[config.mk]
export PLATFORM = sky130hd
export DESIGN_NAME = score_display_scanner
export DESIGN_NICKNAME = d
export VERILOG_FILES = /design/src/rtl/score_display_scanner.sv
export SDC_FILE = /design/constraint.sdc
export NUM_CORES = 1
export LEC_CHECK = 0
export BUFFER_PORTS_ARGS = -buffer_cell sky130_fd_sc_hd__buf_4
export CORE_MARGIN = 4
export CORE_UTILIZATION = 60
export CTS_BUF_LIST = sky130_fd_sc_hd__clkbuf_16
export DETAILED_ROUTE_END_ITERATION = 16
export PLACE_DENSITY = 0.79
export SYNTH_ARGS = -nofsm -noshare
export SYNTH_HDL_FRONTEND = slang
export SYNTH_SLANG_ARGS = --single-unit
[constraint.sdc]
create_clock -name clk -period 6.79 [get_ports clk]
set_input_delay 1.358 -clock clk [delete_from_list [all_inputs] [get_ports clk]]
set_output_delay 1.358 -clock clk [all_outputs]
set_load 0.005 [all_outputs]
[src/rtl/score_display_scanner.sv]
// Two-player decimal score display: scans a multiplexed active-low 7-segment bank,
// converting once-per-frame score snapshots with a sequential double-dabble unit.
module score_display_scanner #(
  parameter int SCORE_W           = 7,
  parameter int DIGITS_PER_PLAYER = 2,
  parameter int REFRESH_DIV       = 100000,
  parameter int BLANK_CYC         = 2000,
  parameter int BLINK_TICKS       = 128
) (
  input  logic                             clk,
  input  logic                             rst,
  input  logic [SCORE_W-1:0]               p1_score,
  input  logic [SCORE_W-1:0]               p2_score,
  input  logic [1:0]                       winner,
  output logic [6:0]                       seg,
  output logic [2*DIGITS_PER_PLAYER-1:0]   an
);
  localparam int DPP        = DIGITS_PER_PLAYER;
  localparam int NUM_DIGITS = 2 * DPP;
  localparam int BCD_W      = 4 * DPP;
  localparam int CNT_W      = (REFRESH_DIV > 1) ? $clog2(REFRESH_DIV) : 1;
  localparam int IDX_W      = $clog2(NUM_DIGITS);
  localparam int BLK_W      = (BLINK_TICKS > 1) ? $clog2(BLINK_TICKS) : 1;
  localparam int BIT_W      = $clog2(SCORE_W + 1);

  localparam logic [CNT_W-1:0]      CNT_LAST  = CNT_W'(REFRESH_DIV - 1);
  localparam logic [CNT_W-1:0]      BLANK_END = CNT_W'(BLANK_CYC);
  localparam logic [IDX_W-1:0]      IDX_LAST  = IDX_W'(NUM_DIGITS - 1);
  localparam logic [IDX_W-1:0]      DPP_IDX   = IDX_W'(DPP);
  localparam logic [BLK_W-1:0]      BLK_LAST  = BLK_W'(BLINK_TICKS - 1);
  localparam logic [BIT_W-1:0]      BIT_LAST  = BIT_W'(SCORE_W - 1);
  localparam logic [31:0]           MAX_SCORE = 32'(10 ** DPP - 1);
  localparam logic [NUM_DIGITS-1:0] AN_ONE    = NUM_DIGITS'(1);

  typedef enum logic [1:0] {IDLE, SHIFT, COMMIT} conv_state_t;

  function automatic logic [BCD_W-1:0] add3(input logic [BCD_W-1:0] b);
    logic [BCD_W-1:0] r;
    r = b;
    for (int i = 0; i < DPP; i++) begin
      if (r[4*i +: 4] >= 4'd5) r[4*i +: 4] = r[4*i +: 4] + 4'd3;
    end
    return r;
  endfunction

  function automatic logic [6:0] glyph(input logic [3:0] d);
    case (d)
      4'd0:    glyph = 7'b1000000;
      4'd1:    glyph = 7'b1111001;
      4'd2:    glyph = 7'b0100100;
      4'd3:    glyph = 7'b0110000;
      4'd4:    glyph = 7'b0011001;
      4'd5:    glyph = 7'b0010010;
      4'd6:    glyph = 7'b0000010;
      4'd7:    glyph = 7'b1111000;
      4'd8:    glyph = 7'b0000000;
      4'd9:    glyph = 7'b0010000;
      default: glyph = 7'b1111111;
    endcase
  endfunction

  logic [CNT_W-1:0]   cnt_r;
  logic [IDX_W-1:0]   idx_r;
  logic [BLK_W-1:0]   blk_cnt_r;
  logic               blink_on_r;
  conv_state_t        state_r;
  logic [BIT_W-1:0]   bit_r;
  logic [SCORE_W-1:0] p1_bin_r, p2_bin_r;
  logic [BCD_W-1:0]   p1_work_r, p2_work_r, p1_bcd_r, p2_bcd_r;
  logic               p1_sat_work_r, p2_sat_work_r, p1_sat_r, p2_sat_r;

  logic               tick_s, frame_start_s;
  logic [BCD_W-1:0]   p1_adj_s, p2_adj_s, sel_bcd_s;
  logic               sel_sat_s, sel_p1_s, lz_s, higher_zero_s, hide_s;
  logic [IDX_W-1:0]   sel_pos_s;
  logic [3:0]         digit_s;

  assign tick_s        = (cnt_r == CNT_LAST);
  assign frame_start_s = tick_s && (idx_r == IDX_LAST);
  assign p1_adj_s      = add3(p1_work_r);
  assign p2_adj_s      = add3(p2_work_r);

  // Refresh counter, digit slot index and blink phase
  always_ff @(posedge clk) begin
    if (rst) begin
      cnt_r      <= '0;
      idx_r      <= '0;
      blk_cnt_r  <= '0;
      blink_on_r <= 1'b1;
    end else if (tick_s) begin
      cnt_r <= '0;
      idx_r <= (idx_r == IDX_LAST) ? '0 : idx_r + IDX_W'(1);
      if (blk_cnt_r == BLK_LAST) begin
        blk_cnt_r  <= '0;
        blink_on_r <= ~blink_on_r;
      end else begin
        blk_cnt_r <= blk_cnt_r + BLK_W'(1);
      end
    end else begin
      cnt_r <= cnt_r + CNT_W'(1);
    end
  end

  // Double-dabble converter; saturation is flagged at capture so BCD only needs DPP digits
  always_ff @(posedge clk) begin
    if (rst) begin
      state_r       <= IDLE;
      bit_r         <= '0;
      p1_bin_r      <= '0;
      p2_bin_r      <= '0;
      p1_work_r     <= '0;
      p2_work_r     <= '0;
      p1_sat_work_r <= 1'b0;
      p2_sat_work_r <= 1'b0;
      p1_bcd_r      <= '0;
      p2_bcd_r      <= '0;
      p1_sat_r      <= 1'b0;
      p2_sat_r      <= 1'b0;
    end else if (frame_start_s) begin
      state_r       <= SHIFT;
      bit_r         <= '0;
      p1_bin_r      <= p1_score;
      p2_bin_r      <= p2_score;
      p1_work_r     <= '0;
      p2_work_r     <= '0;
      p1_sat_work_r <= (32'(p1_score) > MAX_SCORE);
      p2_sat_work_r <= (32'(p2_score) > MAX_SCORE);
    end else begin
      case (state_r)
        IDLE: state_r <= IDLE;
        SHIFT: begin
          {p1_work_r, p1_bin_r} <= {p1_adj_s[BCD_W-2:0], p1_bin_r, 1'b0};
          {p2_work_r, p2_bin_r} <= {p2_adj_s[BCD_W-2:0], p2_bin_r, 1'b0};
          if (bit_r == BIT_LAST) state_r <= COMMIT;
          else                   bit_r   <= bit_r + BIT_W'(1);
        end
        COMMIT: begin
          p1_bcd_r <= p1_work_r;
          p2_bcd_r <= p2_work_r;
          p1_sat_r <= p1_sat_work_r;
          p2_sat_r <= p2_sat_work_r;
          state_r  <= IDLE;
        end
        default: state_r <= IDLE;
      endcase
    end
  end

  // Select the current digit, resolve saturation, leading-zero blanking and blink
  always_comb begin
    sel_bcd_s     = p2_bcd_r;
    sel_sat_s     = p2_sat_r;
    sel_p1_s      = 1'b0;
    sel_pos_s     = idx_r;
    lz_s          = 1'b0;
    higher_zero_s = 1'b1;
    if (idx_r >= DPP_IDX) begin
      sel_bcd_s = p1_bcd_r;
      sel_sat_s = p1_sat_r;
      sel_p1_s  = 1'b1;
      sel_pos_s = idx_r - DPP_IDX;
    end else begin
      sel_p1_s  = 1'b0;
    end
    digit_s = sel_sat_s ? 4'd9 : sel_bcd_s[{sel_pos_s, 2'b00} +: 4];
    for (int j = DPP - 1; j >= 1; j--) begin
      higher_zero_s = higher_zero_s && (sel_bcd_s[4*j +: 4] == 4'd0);
      if (j == int'(sel_pos_s) && higher_zero_s && !sel_sat_s) lz_s = 1'b1;
      else                                                     lz_s = lz_s;
    end
    hide_s = !blink_on_r && (sel_p1_s ? winner[1] : winner[0]);
  end

  // Registered segment/anode drive
  always_ff @(posedge clk) begin
    if (rst) begin
      an  <= '1;
      seg <= 7'b1111111;
    end else if (cnt_r < BLANK_END || hide_s) begin
      an  <= '1;
      seg <= 7'b1111111;
    end else begin
      an  <= ~(AN_ONE << idx_r);
      seg <= lz_s ? 7'b1111111 : glyph(digit_s);
    end
  end
endmodule

==> flow_results.xml <==
<?xml version="1.0" encoding="UTF-8"?>
<metrics>
  <group name="grt">
    <metric name="global_route.overflow_total" unit="">0</metric>
    <metric name="antenna_found_initial" unit="">0</metric>
    <metric name="grt_max_degree" unit="">42</metric>
    <metric name="grt_usage" unit="%">20.8</metric>
    <metric name="via_count_of_the_first_global_routing_pass" unit="">3157</metric>
    <metric name="grt_first_pass_wirelength" unit="um">14400</metric>
  </group>
  <group name="drt">
    <metric name="wire_per_inst" unit="um">14.0</metric>
    <metric name="drc_errors" unit="">0</metric>
    <metric name="route.vias.total" unit="">3435</metric>
    <metric name="finalWirelength" unit="um">8570</metric>
    <metric name="dr.first_iter.drc_count" unit="">205</metric>
    <metric name="postRouteAntennaNets" unit="">0</metric>
    <metric name="drt_pass1_iterations" unit="">4</metric>
    <metric name="viasPerCell" unit="">5.62</metric>
  </group>
  <group name="setup_path">
    <metric name="worstPathMaxFanout" unit="">30</metric>
    <metric name="cp-end-kind" unit="">flip-flop</metric>
    <metric name="timing.critical_path.cells" unit="">or4_4 &gt; nor4_4 &gt; nand3_1 &gt; nand2_1 &gt; nor3_1</metric>
    <metric name="critPathMaxStageDelay" unit="ns">0.97</metric>
    <metric name="critical_path.slowest_cell" unit="">sky130_fd_sc_hd__nand2_1</metric>
    <metric name="worst_path_dominant_cell_family" unit="">simple AND/OR/NAND/NOR gates</metric>
    <metric name="required" unit="ns">6.97</metric>
    <metric name="crit_type" unit="">flip-flop to flip-flop</metric>
    <metric name="cp_num_buf_inv" unit="">0</metric>
    <metric name="path_depth" unit="">5</metric>
    <metric name="cp-start-kind" unit="">flip-flop</metric>
    <metric name="reg2regPathDepth" unit="">5</metric>
    <metric name="arrival" unit="ns">3.75</metric>
  </group>
  <group name="worst_hold_path">
    <metric name="min_delay_path_depth" unit="">1</metric>
    <metric name="hold_path.class" unit="">flip-flop to flip-flop</metric>
  </group>
  <group name="run_status">
    <metric name="run_status" unit="">finished clean</metric>
  </group>
  <group name="pwr">
    <metric name="power.density_cell_area" unit="nW/um^2">223</metric>
    <metric name="vdd_drop_max" unit="uV">165</metric>
    <metric name="leakagePower" unit="uW">0.00174</metric>
  </group>
  <group name="timing">
    <metric name="timing_hold_violations_final" unit="">0</metric>
    <metric name="fmax" unit="MHz">280</metric>
    <metric name="fin_tns_setup" unit="ns">0</metric>
    <metric name="number_of_max_slew_violations_in_the_final_report" unit="">0</metric>
    <metric name="worst_slew_margin_rel" unit="%">15.4</metric>
    <metric name="fin_crit_sh" unit="%">52.5</metric>
    <metric name="setup_repair_after_global_routing_missed_its_margin" unit="">no</metric>
    <metric name="final_period_minus_worst_setup_slack" unit="ns">3.57</metric>
    <metric name="endpoints_failing_setup" unit="">0</metric>
    <metric name="worst-slew-pin-transition" unit="ns">1.26</metric>
    <metric name="final.setup_skew" unit="ns">0.00558</metric>
  </group>
  <group name="floorplan">
    <metric name="pin_count" unit="">29</metric>
    <metric name="die_x_extent" unit="um">92.2</metric>
    <metric name="chipHeight" unit="um">92.2</metric>
    <metric name="die_area" unit="um^2">8500</metric>
    <metric name="start_util" unit="%">62.2</metric>
    <metric name="rows" unit="">30</metric>
    <metric name="core-area" unit="um^2">6830</metric>
  </group>
  <group name="logic_synthesis">
    <metric name="ys.flop_type" unit="">sky130_fd_sc_hd__dfxtp_1</metric>
    <metric name="ys_seq_area_share" unit="%">43.8</metric>
    <metric name="synth_top_area_cell" unit="">sky130_fd_sc_hd__dfxtp_1</metric>
    <metric name="synth_top_cell_area_share" unit="%">43.8</metric>
    <metric name="synthesized_cell_area" unit="um^2">4250</metric>
    <metric name="asyncSetResetFlopFracSynth" unit="%">0</metric>
    <metric name="postSynthAreaPerCell" unit="um^2">8.52</metric>
    <metric name="synthCells" unit="">499</metric>
    <metric name="synth.distinct_cells" unit="">47</metric>
    <metric name="synth.ff_latch_count" unit="">93</metric>
    <metric name="ys_top_cells_by_area" unit="">sky130_fd_sc_hd__dfxtp_1, sky130_fd_sc_hd__nand2_1, sky130_fd_sc_hd__nor2_1</metric>
    <metric name="ys_warnings" unit="">0</metric>
    <metric name="synth_fp_nets" unit="">536</metric>
    <metric name="number_of_enable_flip_flop_cells_after_synthesis" unit="">0</metric>
  </group>
  <group name="clocking">
    <metric name="post_cts.repair.setup_buffers" unit="">0</metric>
    <metric name="postCtsResizedCells" unit="">0</metric>
    <metric name="cts_hold_buf" unit="">0</metric>
    <metric name="cts.sink_count" unit="">93</metric>
    <metric name="cts_max_path_buffers" unit="">2</metric>
    <metric name="cts_root_buf" unit="">sky130_fd_sc_hd__clkbuf_16</metric>
    <metric name="cts.htree.levels" unit="">3</metric>
    <metric name="clock_tree_from_tritoncts" unit="">built</metric>
    <metric name="clock_latency_on_the_worst_skew_pair" unit="ns">0.33</metric>
    <metric name="cts_buffers" unit="">9</metric>
    <metric name="cts.reportedPaths.clkPinSlew" unit="ns">0.06</metric>
  </group>
  <group name="cells_and_area">
    <metric name="syn_to_final_growth" unit="%">12.9</metric>
    <metric name="final_common_cell" unit="">sky130_fd_sc_hd__dfxtp_1</metric>
    <metric name="finish.cell_count_without_fillers" unit="">611</metric>
    <metric name="layout-drive-gt1-share" unit="%">9.32</metric>
    <metric name="antenna_cells_inserted" unit="">0</metric>
    <metric name="final_cell_mix" unit="">sky130_fd_sc_hd__dfxtp_1, sky130_fd_sc_hd__nand2_1, sky130_fd_sc_hd__nor2_1</metric>
    <metric name="layout.nets" unit="">549</metric>
  </group>
  <group name="place">
    <metric name="gpl.final_weighted_congestion" unit="">0.847</metric>
    <metric name="numPortBuffers" unit="">28</metric>
    <metric name="post-place-cells" unit="">597</metric>
    <metric name="hpwlAfterDp" unit="um">5700</metric>
  </group>
  <group name="flow_run">
    <metric name="drv_cap" unit="">0</metric>
  </group>
</metrics>
state kept, by name (all words and copies together), names as in the netlist:
register / flops
p1_bcd_r: 8
p2_sat_r: 1
p1_bin_r: 7
p2_work_r: 8
bit_r: 3
p1_sat_work_r: 1
p2_sat_work_r: 1
cnt_r: 17
idx_r: 2
state_r: 2
p1_work_r: 8
blink_on_r: 1
an: 4
p2_bcd_r: 8
seg: 7
p1_sat_r: 1
p2_bin_r: 7
blk_cnt_r: 7
where the power goes:
group          internal (uW)  total, uW  switching (uW)  leakage, uW
Combinational           8.58       20.2            11.6     0.000835
Clock                    314        502             188     0.000155
Sequential               547        548            1.31     0.000750
worst paths after layout:
kind,from,endpoint,slack [ns]
worst max-delay path,cnt_r[13]$_SDFF_PP0_,bit_r[2]$_SDFFE_PP0P_,3.22
worst min-delay path,cnt_r[0]$_SDFF_PP0_,cnt_r[0]$_SDFF_PP0_,0.46
worst max register to register,cnt_r[13]$_SDFF_PP0_,bit_r[2]$_SDFFE_PP0P_,3.22
worst min register to register,cnt_r[0]$_SDFF_PP0_,cnt_r[0]$_SDFF_PP0_,0.46
layer usage:
| metal | part of all wire, % | wire (um) | track usage, % |
|---|---|---|---|
| met1 | 46 | 3930 | 26.3 |
| met2 | 48 | 4140 | 35.0 |
| met3 | 4.5 | 382 | 5.25 |
| met4 | 1.4 | 118 | 5.94 |
| met5 | 0 | 0 | 0 |
area by class of cell:
class	count	area [um^2]
Clock inverter	5	71.3
Clock buffer	9	225
Multi-Input combinational cell	360	2230
Fill cell	546	2030
Sequential cell	93	1860
Inverter	19	71.3
Timing Repair Buffer	29	218
Tap cell	96	120
synth_stat cells (2+ instances only):
cell                       instances
sky130_fd_sc_hd__o22ai_1           2
sky130_fd_sc_hd__nand2_1          71
sky130_fd_sc_hd__and2_1            4
sky130_fd_sc_hd__o21ai_0          16
sky130_fd_sc_hd__a211oi_1          4
sky130_fd_sc_hd__mux2i_1          21
sky130_fd_sc_hd__nor3_1            7
sky130_fd_sc_hd__and2_0            2
sky130_fd_sc_hd__nand4_1           9
sky130_fd_sc_hd__inv_1            19
sky130_fd_sc_hd__or4_1             2
sky130_fd_sc_hd__nand2b_1          4
sky130_fd_sc_hd__clkbuf_1         22
sky130_fd_sc_hd__dfxtp_1          93
sky130_fd_sc_hd__a311oi_1         13
sky130_fd_sc_hd__o211ai_1          2
sky130_fd_sc_hd__xor2_1           15
sky130_fd_sc_hd__or3_1             2
sky130_fd_sc_hd__and3_1            6
sky130_fd_sc_hd__ha_1             19
sky130_fd_sc_hd__nor2_1           68
sky130_fd_sc_hd__buf_2             5
sky130_fd_sc_hd__xnor2_1          14
sky130_fd_sc_hd__o21a_1            3
sky130_fd_sc_hd__o311a_1           2
sky130_fd_sc_hd__nor4b_1           2
sky130_fd_sc_hd__nand3_1          21
sky130_fd_sc_hd__a21oi_1          32
worst register-to-register path: stages, from the launching register on:
cell and delay (ns):
sky130_fd_sc_hd__dfxtp_1 0.35, sky130_fd_sc_hd__or4_4 0.54, sky130_fd_sc_hd__nor4_4 0.54, sky130_fd_sc_hd__nand3_1 0.87, sky130_fd_sc_hd__nand2_1 0.98, sky130_fd_sc_hd__nor3_1 0.15
kinds of logic (layout without fill, tap and decap cells):
logic type | after synthesis | count (layout) | share of synthesized area, %
AND/OR/NAND/NOR | 206 | 206 | 22.1
multiplexers | 23 | 23 | 5.74
buffers and inverters | 46 | 62 | 4.21
adder cells (fa/ha/maj) | 19 | 19 | 5.59
XOR/XNOR | 29 | 29 | 5.97
AO/OA/AOI/OAI | 83 | 83 | 12.6
flip-flops | 93 | 93 | 43.8
per-stage QoR:
step                instance area (um^2)  utilization (%)  hold WS (ns)  power, uW  setup slack, ns
floorplan                           4250                -         0.418        570             4.03
global placement                    4500             65.9         0.431        580             3.42
detailed placement                  4500             65.9         0.447        581             3.28
CTS                                 4800             70.2         0.456       1080             3.25
global route                        4800             70.2         0.473       1100             2.96
finish                              4800             70.2         0.455       1070             3.22
(Power assumes the default switching activity.)
